`config.mk`:
```
export PLATFORM = sky130hd
export DESIGN_NAME = midi_uart_rx
export DESIGN_NICKNAME = d
export VERILOG_FILES = /design/src/rtl/midi_uart_pkg.sv /design/src/rtl/rx_fifo.sv /design/src/rtl/midi_uart_rx.sv
export SDC_FILE = /design/constraint.sdc
export NUM_CORES = 1
export LEC_CHECK = 0
export ABC_AREA = 1
export ABC_CLOCK_PERIOD_IN_PS = 2750
export BUFFER_PORTS_ARGS = -buffer_cell sky130_fd_sc_hd__buf_2
export CORE_MARGIN = 5
export CORE_UTILIZATION = 62
export DETAILED_ROUTE_END_ITERATION = 7
export GPL_TIMING_DRIVEN = 0
export PLACE_DENSITY = 0.8
export SYNTH_ARGS = -nofsm -noshare
export SYNTH_HDL_FRONTEND = slang
export SYNTH_SLANG_ARGS = --single-unit
export TNS_END_PERCENT = 1
```
`constraint.sdc`:
```
create_clock -name clk32 -period 2.75 [get_ports clk32]
set_input_delay 0.825 -clock clk32 [delete_from_list [all_inputs] [get_ports clk32]]
set_output_delay 0.825 -clock clk32 [all_outputs]
set_load 0.01 [all_outputs]
```
`src/rtl/midi_uart_pkg.sv`:
```
// Shared definitions for the MIDI / UART serial receiver.
//   rx_state_t : receive FSM states
//   calc_div   : clocks per bit from core clock and line rate (truncated)
package midi_uart_pkg;

  typedef enum logic [2:0] {
    IDLE  = 3'd0,
    START = 3'd1,
    DATA  = 3'd2,
    STOP  = 3'd3,
    BREAK = 3'd4
  } rx_state_t;

  function automatic int calc_div(input int clk_hz, input int baud);
    return clk_hz / baud;
  endfunction

endpackage

```
`src/rtl/rx_fifo.sv`:
```
// Byte FIFO with show-ahead read port. Knows nothing about the serial side.
//   clk32, reset_n : clock, async active-low reset (empties the FIFO)
//   push, wdata    : write request; accepted when not full or when popping
//   pop            : take head; ignored while empty
//   rdata          : head entry (forced to 0 while empty)
//   full, empty    : status
//   count          : entries queued (0..DEPTH)
module rx_fifo #(
  parameter int DEPTH = 16,
  parameter int W     = 8
) (
  input  logic                     clk32,
  input  logic                     reset_n,
  input  logic                     push,
  input  logic [W-1:0]             wdata,
  input  logic                     pop,
  output logic [W-1:0]             rdata,
  output logic                     full,
  output logic                     empty,
  output logic [$clog2(DEPTH):0]   count
);

  localparam int AW = $clog2(DEPTH);
  localparam logic [AW:0] FULL_CNT = (AW+1)'(DEPTH);

  if (DEPTH < 2 || (DEPTH & (DEPTH - 1)) != 0) begin : g_bad_depth
    $error("rx_fifo: DEPTH must be a power of two and at least 2");
  end

  logic [W-1:0]  mem [DEPTH];
  logic [AW-1:0] wr_ptr, rd_ptr;
  logic          do_pop, do_push;

  assign empty   = (count == '0);
  assign full    = (count == FULL_CNT);
  assign do_pop  = pop && !empty;
  // A full FIFO still takes a byte when the head leaves in the same cycle;
  // the write lands in the slot being vacated.
  assign do_push = push && (!full || do_pop);

  // Gated so the head reads as zero whenever nothing is queued (incl. reset).
  assign rdata = empty ? '0 : mem[rd_ptr];

  always_ff @(posedge clk32) begin
    if (do_push) mem[wr_ptr] <= wdata;
  end

  // Power-of-two depth: pointers wrap by plain overflow.
  always_ff @(posedge clk32 or negedge reset_n) begin
    if (!reset_n) begin
      wr_ptr <= '0;
      rd_ptr <= '0;
      count  <= '0;
    end else begin
      if (do_push) wr_ptr <= wr_ptr + 1'b1;
      if (do_pop)  rd_ptr <= rd_ptr + 1'b1;
      case ({do_push, do_pop})
        2'b10:   count <= count + 1'b1;
        2'b01:   count <= count - 1'b1;
        default: count <= count;
      endcase
    end
  end

endmodule

```
`src/rtl/midi_uart_rx.sv`:
```
// 8N1 serial receiver (MIDI_IN / UART_RX) with output byte FIFO.
//   clk32     : core clock
//   reset_n   : async active-low reset, aborts any frame in progress
//   rxd       : raw serial pin, idle high
//   rx_data   : FIFO head byte (valid while rx_valid)
//   rx_valid  : FIFO non-empty
//   rx_pop    : consumer takes head this cycle
//   rx_count  : bytes queued
//   frame_err : 1-cycle pulse, stop bit sampled low
//   overrun   : 1-cycle pulse, byte dropped on a full FIFO
module midi_uart_rx
  import midi_uart_pkg::*;
#(
  parameter int CLK_HZ     = 32000000,
  parameter int BAUD       = 31250,
  parameter int FIFO_DEPTH = 16
) (
  input  logic                          clk32,
  input  logic                          reset_n,
  input  logic                          rxd,
  output logic [7:0]                    rx_data,
  output logic                          rx_valid,
  input  logic                          rx_pop,
  output logic [$clog2(FIFO_DEPTH):0]   rx_count,
  output logic                          frame_err,
  output logic                          overrun
);

  localparam int DIV = calc_div(CLK_HZ, BAUD);
  localparam int DCW = $clog2(DIV);
  // dc counts down to zero; the expiry cycle is the sample cycle, so a
  // reload of N-1 places the next sample exactly N cycles later.
  localparam logic [DCW-1:0] HALF_LD = DCW'(DIV / 2 - 1);
  localparam logic [DCW-1:0] FULL_LD = DCW'(DIV - 1);

  if (DIV < 16) begin : g_bad_div
    $error("midi_uart_rx: CLK_HZ/BAUD must be at least 16");
  end

  // Pin synchronizer, preset to the idle level.
  logic [1:0] sync;
  logic       rxs;

  always_ff @(posedge clk32 or negedge reset_n) begin
    if (!reset_n) sync <= 2'b11;
    else          sync <= {sync[0], rxd};
  end
  assign rxs = sync[1];

  // Receive FSM
  rx_state_t      state, state_n;
  logic [DCW-1:0] dc, dc_n;
  logic [2:0]     bc, bc_n;
  logic [7:0]     sh, sh_n;
  logic           expired, push, ferr;
  logic           fifo_full, fifo_empty, pop_eff;

  assign expired = (dc == '0);

  always_ff @(posedge clk32 or negedge reset_n) begin
    if (!reset_n) begin
      state <= IDLE;
      dc    <= '0;
      bc    <= '0;
      sh    <= '0;
    end else begin
      state <= state_n;
      dc    <= dc_n;
      bc    <= bc_n;
      sh    <= sh_n;
    end
  end

  always_comb begin
    state_n = state;
    dc_n    = expired ? dc : dc - 1'b1;
    bc_n    = bc;
    sh_n    = sh;
    push    = 1'b0;
    ferr    = 1'b0;
    case (state)
      IDLE: begin
        if (!rxs) begin
          state_n = START;
          dc_n    = HALF_LD;
        end
      end
      START: begin
        if (expired) begin
          if (rxs) begin
            state_n = IDLE;           // too short to be a start bit
          end else begin
            state_n = DATA;
            bc_n    = 3'd0;
            dc_n    = FULL_LD;
          end
        end
      end
      DATA: begin
        if (expired) begin
          sh_n = {rxs, sh[7:1]};      // LSB first: first bit ends in bit 0
          dc_n = FULL_LD;
          if (bc == 3'd7) state_n = STOP;
          else            bc_n    = bc + 3'd1;
        end
      end
      STOP: begin
        // IDLE is re-entered at the stop sample so a start edge half a
        // bit later is still caught.
        if (expired) begin
          if (rxs) begin
            push    = 1'b1;
            state_n = IDLE;
          end else begin
            ferr    = 1'b1;
            state_n = BREAK;
          end
        end
      end
      BREAK: begin
        // Held-low line: one frame_err, then wait for the line to recover.
        if (rxs) state_n = IDLE;
      end
      default: state_n = IDLE;
    endcase
  end

  assign pop_eff = rx_pop && !fifo_empty;

  always_ff @(posedge clk32 or negedge reset_n) begin
    if (!reset_n) begin
      frame_err <= 1'b0;
      overrun   <= 1'b0;
    end else begin
      frame_err <= ferr;
      overrun   <= push && fifo_full && !pop_eff;
    end
  end

  rx_fifo #(
    .DEPTH (FIFO_DEPTH),
    .W     (8)
  ) u_fifo (
    .clk32   (clk32),
    .reset_n (reset_n),
    .push    (push),
    .wdata   (sh),
    .pop     (rx_pop),
    .rdata   (rx_data),
    .full    (fifo_full),
    .empty   (fifo_empty),
    .count   (rx_count)
  );

  assign rx_valid = !fifo_empty;

endmodule

```
==> flow_metrics.tcl, run 1 <==
set metrics [dict create \
    post_synth_main_area_contributors "sky130_fd_sc_hd__edfxtp_1 (51%), sky130_fd_sc_hd__dfrtp_1 (13%), sky130_fd_sc_hd__nand2_1 (13%), sky130_fd_sc_hd__nand3_1 (7.9%), sky130_fd_sc_hd__ha_1 (2.2%)" \
    layout_min_cycle_time_ps 2904 \
    yosysUniqueCellTypes 34 \
    synth_most_common_cell "sky130_fd_sc_hd__nand2_1" \
    worst_path_slowest_cell "sky130_fd_sc_hd__dfrtp_1" \
    setup_violations 8 \
    synthesis.area_per_instance_um2 10.37 \
    detail_route.wirelength_um 21090 \
    outcome "complete, but fails checks" \
    grt_antenna_before_repair 0 \
    hold_end "sync[1]" \
    post-route-period-util 1.056 \
    netlist_area_before_placement_mm2 0.007511 \
    cap_viol_max_count 0 \
    synth-main-ff-cell "sky130_fd_sc_hd__edfxtp_1" \
    vias_per_cell 6.178 \
    coreArea_mm2 0.01196 \
    switchingPower_mw 3.087 \
    wire_length_of_the_first_global_routing_pass_um 29200 \
    synth-seq-area-share 0.6487 \
    drc_markers 0 \
    globalplace.congestion 0.9005 \
    max_slew.worst_pin.slew_ps 960.7 \
    path_max_fanout 6 \
    tritoncts_clock_tree "built" \
    drive_gt1_frac 0.2566 \
    fmax_mhz 344.4 \
    timing.critical_path.slowest_cell_delay_ps 360 \
    io_pins 20 \
    gr-usage-all-layers 0.2693 \
    r2r_end "u_fifo.count[4]" \
    power.leakage_nw 4.104 \
    cts-htree-levels 4 \
    p_sw_frac 0.3420 \
    grt.overflow.total 0 \
    timing.hold.worst.class "reg2reg" \
    cts-root-buf "sky130_fd_sc_hd__clkbuf_16" \
    clockBufferDepth 2 \
    postSynthRegisterBits 169 \
    grt_start_max_net_pins 42 \
    wire_per_inst_um 22.29 \
    synth_area_leader_cell "sky130_fd_sc_hd__edfxtp_1" \
    ys_async_sr_fraction 0.2426 \
    core.rowCount 40 \
    worst_setup_end_kind "output port" \
    synthToLayoutAreaGrowth_pct 26.10 \
    timing.hold.worst_path_depth 0 \
    reg2reg_slack_ps 120 \
    critPathLaunchType "register" \
    antenna_cells_inserted 0 \
    dr.pass1.iters 6 \
    timing.setup.critical_path_class "reg2out" \
    slew_headroom 0.3595 \
    clkTransAtPathRegs_ps 70 \
    drt_iter0_drc 794 \
    die_area_mm2 0.01442 \
    port-buffer-count 19 \
    worst-endpoint-arrival_ps 2080 \
    vdd.ir_drop.worst_v 0.0007060 \
    vias 5844 \
    worstPathRequired_ps 1930 \
    fin_worst_skew_ps 7.758 \
    final_nets 803 \
    worst_path_most_repeated_cell "sky130_fd_sc_hd__nand2_1" \
    place.detailed.hpwl_um 11440 \
    die-width_um 120.1 \
    sequentialPowerShare 0.320 \
    power.combinational.fraction 0.415 \
    reg2reg_from "dc[0]" \
    worst_skew_pair.late_latency_ps 430 \
    cts-buffers-inserted 17 \
    yosysWarningCount 0 \
    initial_utilization 0.6279 \
    post-route-worst-setup-slack_ps -153.9 \
    cts_sinks 169 \
    detailedPlace.worstSlack_ps -267.8 \
    die_y_um 120.1 \
    synthDominantCellAreaShare 0.5117 \
    netlist_instances 724 \
    power_per_cell_area_mw_per_mm2 953.2 \
    synth_fp_nets 741 \
    vias_in_the_first_global_route 5637 \
    ant_nets 0 \
    clock_power_share 0.265 \
    final_hold_viol_count 0 \
    reg2reg_depth 18 \
    cell_by_cell_trace_of_the_critical_path "buf_6 > clkinvlp_4 > buf_12 > buf_8 > nand3_2 > nand3_1 > nand2_1 > nand2_1 > a21oi_2 > buf_2" \
    post-route-cell-area_mm2 0.009472 \
    netlist_top_cells_count "sky130_fd_sc_hd__nand2_1 (253), sky130_fd_sc_hd__edfxtp_1 (128), sky130_fd_sc_hd__nand3_1 (118)" \
    p_int_mw 5.941 \
    unrepaired_setup_endpoints_after_global_routing "true" \
    maxSlewViolCount 0 \
    synth-edff-count 128 \
    holdCritStartpoint "sync[0]" \
    cts.hold.buffers_added 0 \
    violations "negative setup slack" \
    post_dp_cell_area_mm2 0.007790 \
]
## cell type report
| class | count | area, um2 |
|---|---|---|
| Inverter | 37 | 156.4 |
| Multi-Input combinational cell | 489 | 2750 |
| Tap cell | 147 | 183.9 |
| Sequential cell | 169 | 4873 |
| Fill cell | 606 | 2490 |
| Clock inverter | 8 | 90.09 |
| Timing Repair Buffer | 46 | 544.3 |
| Clock buffer | 24 | 503.0 |
| Buffer | 26 | 370.4 |
## worst max path at each step
stage | start | endpoint | slack (ps) | cells after the start
finish | u_fifo.rd_ptr[1] | rx_data[5] | -150 | 10
global route | u_fifo.rd_ptr[1] | rx_data[6] | -180 | 10
CTS | u_fifo.rd_ptr[0] | rx_data[1] | -20 | 10
detailed placement | rx_pop | u_fifo.count[4] | -270 | 15
global placement | rx_pop | u_fifo.count[4] | -150 | 15
floorplan | rx_pop | u_fifo.count[4] | 160 | 14
## critical path: cells and delay by family, from the launching register on
| family | cells | cell delay [ps] |
|---|---|---|
| AOI/OAI and AO/OA | 1 | 180 |
| buffers and inverters | 5 | 740 |
| DFF | 1 | 360 |
| and+or+nand+nor | 4 | 360 |
## power groups by stage
stage	clock (mW)	sequential, mW	combinational [mW]
floorplan	0	2.91	1.31
detailed placement	0	2.91	2.00
global placement	0	2.90	1.93
finish	2.39	2.89	3.74
global route	2.51	2.90	3.87
CTS	2.38	2.86	2.66
## layout by cell type, fill, tap and decap left out, types with 9 or more instances in the layout
cell / n
sky130_fd_sc_hd__clkbuf_16: 28
sky130_fd_sc_hd__nor2_1: 32
sky130_fd_sc_hd__inv_1: 28
sky130_fd_sc_hd__nand3_4: 10
sky130_fd_sc_hd__nand3_1: 74
sky130_fd_sc_hd__nand2_2: 25
sky130_fd_sc_hd__dfrtp_1: 38
sky130_fd_sc_hd__nand2_1: 230
sky130_fd_sc_hd__edfxtp_1: 128
sky130_fd_sc_hd__ha_1: 11
sky130_fd_sc_hd__buf_12: 9
sky130_fd_sc_hd__nand3_2: 36
sky130_fd_sc_hd__buf_2: 19
sky130_fd_sc_hd__o21ai_0: 16
sky130_fd_sc_hd__buf_4: 15
## timing repair
item / CTS / global route
cloned: 3 / 9
endpoints found under the setup margin: 10 / 57
pin swaps: 15 / 37
gates resized for setup: 78 / 97
setup buffers: 7 / 8
## state kept, by name (all words and copies together) (netlist names)
name,flops
u_fifo.wr_ptr,4
u_fifo.count,5
sh,8
state,3
frame_err,1
u_fifo.mem,128
sync,2
u_fifo.rd_ptr,4
dc,10
bc,3
overrun,1
## cells by family (layout without fill, tap and decap cells)
group,count (synthesis),in the layout,synth area share
AND/OR/NAND/NOR,431,431,0.2529
flip-flops,169,169,0.6487
adder cells (fa/ha/maj),13,13,0.02166
XOR/XNOR,15,15,0.01749
buffers and inverters,66,141,0.03831
AO/OA/AOI/OAI,30,30,0.02099
## routing by layer
layer	wire length [um]	share of wire	vias up	GRT usage
li1	-	-	2568	-
met1	7651	0.36	2776	0.3427
met2	10460	0.50	408	0.4468
met3	2000	0.095	92	0.06598
met4	972	0.046	0	0.1059
met5	0	0	-	0
## through the flow
step / hold WS (ps) / util / TNS, ps / power [mW] / std cells
finish: 356.3 / 0.7918 / -825.2 / 9.028 / 946
global route: 364.9 / 0.7918 / -1155 / 9.270 / 946
CTS: 357.6 / 0.7344 / -98.38 / 7.897 / 932
detailed placement: 349.1 / 0.6513 / -417.2 / 4.909 / 890
global placement: 347.1 / 0.6513 / -145.4 / 4.838 / 890
floorplan: 345.2 / - / 0 / 4.219 / 724
Note: power is estimated with default switching activity, not from simulation.
==> inputs of run 2 (changes only) <==
==> constraint.sdc (replaced) <==
create_clock -name clk32 -period 2.75 [get_ports clk32]
set_input_delay 0.55 -clock clk32 [delete_from_list [all_inputs] [get_ports clk32]]
set_output_delay 0.55 -clock clk32 [all_outputs]
set_load 0.01 [all_outputs]
==> run 2 against run 1 <==
Largest power group is now registers. The run now ends clean. Die area stayed put. Worst setup slack improved by 260 ps. Flip-flop and latch count stayed put. Non-clock buffer count down 22. Maximum frequency grew 9.7%. Clock-buffer cell count unchanged.
==> flow_metrics.tcl, run 2 (synthesis gave the netlist of run 1 again) <==
set metrics [dict create \
    outcome "complete, no violations" \
    grt_start_max_net_pins 42 \
    port-buffer-count 19 \
    dr.pass1.iters 5 \
    critPathLaunchType "register" \
    path_max_fanout 10 \
    timing.hold.worst.class "in2reg" \
    most-common-layout-cells "sky130_fd_sc_hd__nand2_1 (253), sky130_fd_sc_hd__edfxtp_1 (128), sky130_fd_sc_hd__nand3_1 (117), sky130_fd_sc_hd__dfrtp_1 (39), sky130_fd_sc_hd__nor2_1 (32)" \
    synthToLayoutAreaGrowth_pct 13.08 \
    power.leakage_nw 3.714 \
    worstPathRequired_ps 2200 \
    reg2reg_slack_ps 200 \
    final.setup.tns_ps 0 \
    vias 5401 \
    global_route.usage.met2 0.4229 \
    post-route-worst-setup-slack_ps 101.9 \
    maxSlewViolCount 0 \
    clkTransAtPathRegs_ps 60 \
    timing.hold.worst_path_depth 1 \
    core.rowCount 40 \
    largest-register "u_fifo.mem" \
    cts.hold.buffers_added 0 \
    drive_gt1_frac 0.1326 \
    layout_min_cycle_time_ps 2648 \
    grt.overflow.total 0 \
    cell_by_cell_trace_of_the_critical_path "buf_2 > clkinv_1 > clkbuf_4 > nand3_1 > nand2_1 > nand2_1 > a21oi_1 > buf_2" \
    initial_utilization 0.6279 \
    coreArea_mm2 0.01196 \
    layout_commonest_cell "sky130_fd_sc_hd__nand2_1" \
    met3_usage 0.06786 \
    setup_violations 0 \
    die_area_mm2 0.01442 \
    vias_per_cell 5.845 \
    wire_length_of_the_first_global_routing_pass_um 27940 \
    totalPowerFinal_mw 7.409 \
    worst_skew_pair.late_latency_ps 430 \
    timing.critical_path.slowest_cell_delay_ps 350 \
    power_per_cell_area_mw_per_mm2 872.3 \
    final_hold_viol_count 0 \
    hold_end "sync[0]" \
    io_pins 20 \
    final_nets 781 \
    largest_register_ff_count 128 \
    final_cells 924 \
    drc_markers 0 \
    die-width_um 120.1 \
    timing.setup.critical_path_class "reg2out" \
    post-route-cell-area_mm2 0.008493 \
    drt_iter0_drc 759 \
    tritoncts_clock_tree "built" \
    worst_path_dominant_cell_family "buffers and inverters" \
    fmax_mhz 377.6 \
    detail_route.wirelength_um 17690 \
    globalplace.congestion 0.9005 \
    worst_path_slowest_cell "sky130_fd_sc_hd__dfrtp_1" \
    cts_sinks 169 \
    cts-buffers-inserted 17 \
    holdCritStartpoint "rxd" \
    r2r_end "u_fifo.mem[0][7]" \
    post-route-period-util 0.9629 \
    grt_use_met1 0.3302 \
    place.detailed.instances 890 \
    cap_viol_max_count 0 \
    reg2reg_from "dc[0]" \
    vias_in_the_first_global_route 5492 \
    clockBufferDepth 2 \
    unrepaired_setup_endpoints_after_global_routing "false" \
    place.detailed.hpwl_um 11440 \
    slew_headroom 0.3528 \
    post_dp_cell_area_mm2 0.007790 \
    vdd.ir_drop.worst_v 0.0006272 \
    antenna_cells_inserted 0 \
    worst-endpoint-arrival_ps 2100 \
    hold_ws_ps 219.5 \
    wire_per_inst_um 19.14 \
    worst_setup_end_kind "output port" \
    post-route-util 0.7100 \
    cp.buffers_inverters 4 \
    reg2reg_depth 8 \
    detailedPlace.worstSlack_ps -133.8 \
    top_regs "u_fifo.mem (128), dc (10), sh (8)" \
    max_slew.worst_pin.slew_ps 970.8 \
    gr-usage-all-layers 0.2585 \
    cts-root-buf "sky130_fd_sc_hd__clkbuf_16" \
    grt_antenna_before_repair 0 \
    die_y_um 120.1 \
    globalRoute.busiestLayer "met2" \
    fin_worst_skew_ps 6.074 \
    ant_nets 0 \
    cts-htree-levels 4 \
]
[run 2: cell types whose count changed in the layout (fill, tap and decap cells not counted), moves of 7 or more]
cell / previous run / this run
sky130_fd_sc_hd__buf_8: 7 / 0
sky130_fd_sc_hd__nand3_1: 74 / 117
sky130_fd_sc_hd__nand3_2: 36 / 1
sky130_fd_sc_hd__nand2_1: 230 / 253
sky130_fd_sc_hd__nand3_4: 10 / 2
sky130_fd_sc_hd__clkbuf_16: 28 / 18
sky130_fd_sc_hd__buf_4: 15 / 6
sky130_fd_sc_hd__a21oi_2: 7 / 0
sky130_fd_sc_hd__a21oi_1: 1 / 8
sky130_fd_sc_hd__nand2_2: 25 / 2
sky130_fd_sc_hd__buf_12: 9 / 0
[run 2: timing repair]
item                       4_1_cts  5_1_grt
resized for setup                8       34
pin swaps                        0        2
setup endpoints to repair        7       42
setup buffers                    0        2
[run 2: per-layer routing]
metal | wire, um | share of wire | up-vias
met4 | 432 | 0.024 | 0
li1 | - | - | 2514
met5 | 0 | 0 | -
met1 | 6759 | 0.38 | 2552
met2 | 8815 | 0.50 | 293
met3 | 1679 | 0.095 | 42
[run 2: report_power, final]
group          internal, mW  total (mW)  switching, mW
Clock                  1.45        2.37          0.917
Sequential             2.79        2.86         0.0768
Combinational         0.718        2.17           1.46
[run 2: worst max path at each step]
stage / cells past startpoint / slack [ps] / from / end
after detailed placement: 17 / -130 / dc[0] / u_fifo.count[4]
after global placement: 18 / -30 / dc[0] / u_fifo.count[4]
after global routing: 18 / 5 / dc[0] / u_fifo.count[4]
final: 8 / 100 / u_fifo.rd_ptr[2] / rx_data[6]
after CTS: 10 / 3 / u_fifo.rd_ptr[0] / rx_data[5]
after floorplan: 18 / 340 / dc[0] / u_fifo.count[4]
[run 2: area by class of cell]
class,instances,area [um2]
Inverter,37,141.4
Tap cell,147,183.9
Fill cell,784,3468
Timing Repair Buffer,21,110.1
Clock buffer,24,503.0
Sequential cell,169,4872
Buffer,29,201.4
Multi-Input combinational cell,489,2391
Clock inverter,8,90.09
==> inputs of run 3 (changes only) <==
--- a/config.mk
+++ b/config.mk
@@ -12,7 +12,10 @@
 export CORE_UTILIZATION = 62
 export DETAILED_ROUTE_END_ITERATION = 7
 export GPL_TIMING_DRIVEN = 0
+export HOLD_SLACK_MARGIN = 0.08
+export MAX_ROUTING_LAYER = met4
 export PLACE_DENSITY = 0.8
+export REMOVE_ABC_BUFFERS = 1
 export SYNTH_ARGS = -nofsm -noshare
 export SYNTH_HDL_FRONTEND = slang
 export SYNTH_SLANG_ARGS = --single-unit
==> run 3 against run 2 <==
Non-clock buffer count fell by 13. Sequential share of layout area fell by 0.63 points. Hold slack got worse by 2.9 ps. Critical path type unchanged. Worst setup slack got worse by 58 ps. Critical path depth rose by 2. Maximum frequency fell by 2.1%. Cell count fell by 1.1%. Sequential power rose by 5%.
==> flow_metrics.tcl, run 3 (synthesis gave the netlist of run 1 again) <==
set metrics [dict create \
    tritoncts_clock_tree "built" \
    m1WireLength_um 6647 \
    top_regs "u_fifo.mem (128), dc (10), sh (8)" \
    final_cells 914 \
    slew_headroom 0.3826 \
    timing.hold.worst.class "in2reg" \
    grt.overflow.total 0 \
    die_area_mm2 0.01442 \
    final.setup.tns_ps 0 \
    post_dp_cell_area_mm2 0.007682 \
    vdd.ir_drop.worst_v 0.0006943 \
    power.leakage_nw 3.703 \
    largest-register "u_fifo.mem" \
    worst_path_most_repeated_cell "sky130_fd_sc_hd__nand2_1" \
    fmax_mhz 369.5 \
    antenna_cells_inserted 0 \
    clkTransAtPathRegs_ps 60 \
    grt_antenna_before_repair 0 \
    largest_register_ff_count 128 \
    met2_wirelength_from_detailed_routing_um 9154 \
    final_nets 771 \
    detail_route.wirelength_um 18040 \
    core.rowCount 40 \
    cts-buffers-inserted 17 \
    layout_commonest_cell "sky130_fd_sc_hd__nand2_1" \
    critPathLaunchType "register" \
    drive_gt1_frac 0.1434 \
    setup_violations 0 \
    worst_setup_end_kind "output port" \
    io_pins 20 \
    post-route-period-util 0.9841 \
    worst_skew_pair.late_latency_ps 430 \
    unrepaired_setup_endpoints_after_global_routing "true" \
    grt_start_max_net_pins 42 \
    port-buffer-count 19 \
    synthToLayoutAreaGrowth_pct 14.54 \
    met3_wirelength_um 1648 \
    most-common-layout-cells "sky130_fd_sc_hd__nand2_1 (253), sky130_fd_sc_hd__edfxtp_1 (128), sky130_fd_sc_hd__nand3_1 (114), sky130_fd_sc_hd__dfrtp_1 (36), sky130_fd_sc_hd__inv_1 (28)" \
    path_max_fanout 20 \
    coreArea_mm2 0.01196 \
    ant_nets 0 \
    cap_viol_max_count 0 \
    globalplace.congestion 0.9484 \
    gr-usage-all-layers 0.2648 \
    vias_in_the_first_global_route 5389 \
    final.fill_count 795 \
    power_per_cell_area_mw_per_mm2 879.9 \
    wire_per_inst_um 19.74 \
    die-width_um 120.1 \
    worst_path_slowest_cell "sky130_fd_sc_hd__dfrtp_4" \
    hold_ws_ps 216.6 \
    worst-endpoint-arrival_ps 2160 \
    cts-htree-levels 4 \
    layout_min_cycle_time_ps 2706 \
    dr.pass1.iters 7 \
    die_y_um 120.1 \
    maxSlewViolCount 0 \
    final_hold_viol_count 0 \
    cts-root-buf "sky130_fd_sc_hd__clkbuf_16" \
    outcome "complete, no violations" \
    place.detailed.instances 863 \
    post-route-cell-area_mm2 0.008603 \
    vias_per_cell 6.013 \
    post-route-worst-setup-slack_ps 43.84 \
    timing.critical_path.slowest_cell_delay_ps 500 \
    drc_markers 0 \
    cell_by_cell_trace_of_the_critical_path "buf_16 > inv_16 > buf_16 > nand2_1 > nand3_1 > nand3_1 > nand2_1 > nand2_1 > a21oi_2 > buf_2" \
    place.detailed.hpwl_um 9977 \
    cts.hold.buffers_added 0 \
    vias 5496 \
    drt_iter0_drc 614 \
    clockBufferDepth 2 \
    worstPathRequired_ps 2200 \
    initial_utilization 0.6279 \
    fin_worst_skew_ps 9.154 \
    detailedPlace.worstSlack_ps -918.0 \
    cts_sinks 169 \
    totalPowerFinal_mw 7.570 \
    post-route-util 0.7192 \
    wire_length_of_the_first_global_routing_pass_um 28050 \
    highest_metal_used "met4" \
    max_slew.worst_pin.slew_ps 926.1 \
    timing.setup.critical_path_class "reg2out" \
]
[run 3: critical path, delay by kind of cell, from the launching register on]
family / cells / cell delay [ps]
compound gates: 1 / 180
flops: 1 / 500
simple gates: 5 / 420
buf+inv: 4 / 600
[run 3: worst paths after layout]
path,slack [ps],cells after the start,endpoint,from
setup / recovery,40,10,rx_data[2],u_fifo.rd_ptr[0]
hold / removal,220,1,sync[0],rxd
setup reg to reg,70,5,u_fifo.mem[0][7],dc[8]
hold reg to reg,360,0,sync[1],sync[0]
max in group asynchronous,1820,1,u_fifo.rd_ptr[0],reset_n
min in group asynchronous,260,1,overrun,reset_n
[run 3: power breakdown]
part	switching (mW)	leakage, nW	internal [mW]
clock	0.926	0.277	1.41
combinational	1.37	1.44	0.862
sequential	0.207	1.99	2.80
total	2.50	3.70	5.07
[run 3: timing repair]
item / CTS / global route
setup endpoints to repair: 12 / 95
cloned: 5 / 1
setup buffers: 7 / 6
pin swaps: 3 / 3
endpoints found under the hold margin: 0 / 0
gates resized for setup: 22 / 16
[run 3: cell type report]
type                       count  area [um2]  area share
clock buffer                  21       440.4     0.05119
sequential                   169        4881      0.5673
inverter                      37       165.2     0.01920
multi-input combinational    490        2436      0.2832
timing repair inverter         2       16.27    0.001891
clock inverter                11       128.9     0.01498
tap                          147       183.9     0.02138
timing repair buffer          37       351.6     0.04087
[run 3: routing by layer]
metal  track usage  vias up
met1        0.3273     2627
li1              -     2507
met5             -        -
met4       0.09377        0
met3       0.06221       58
met2        0.4317      304
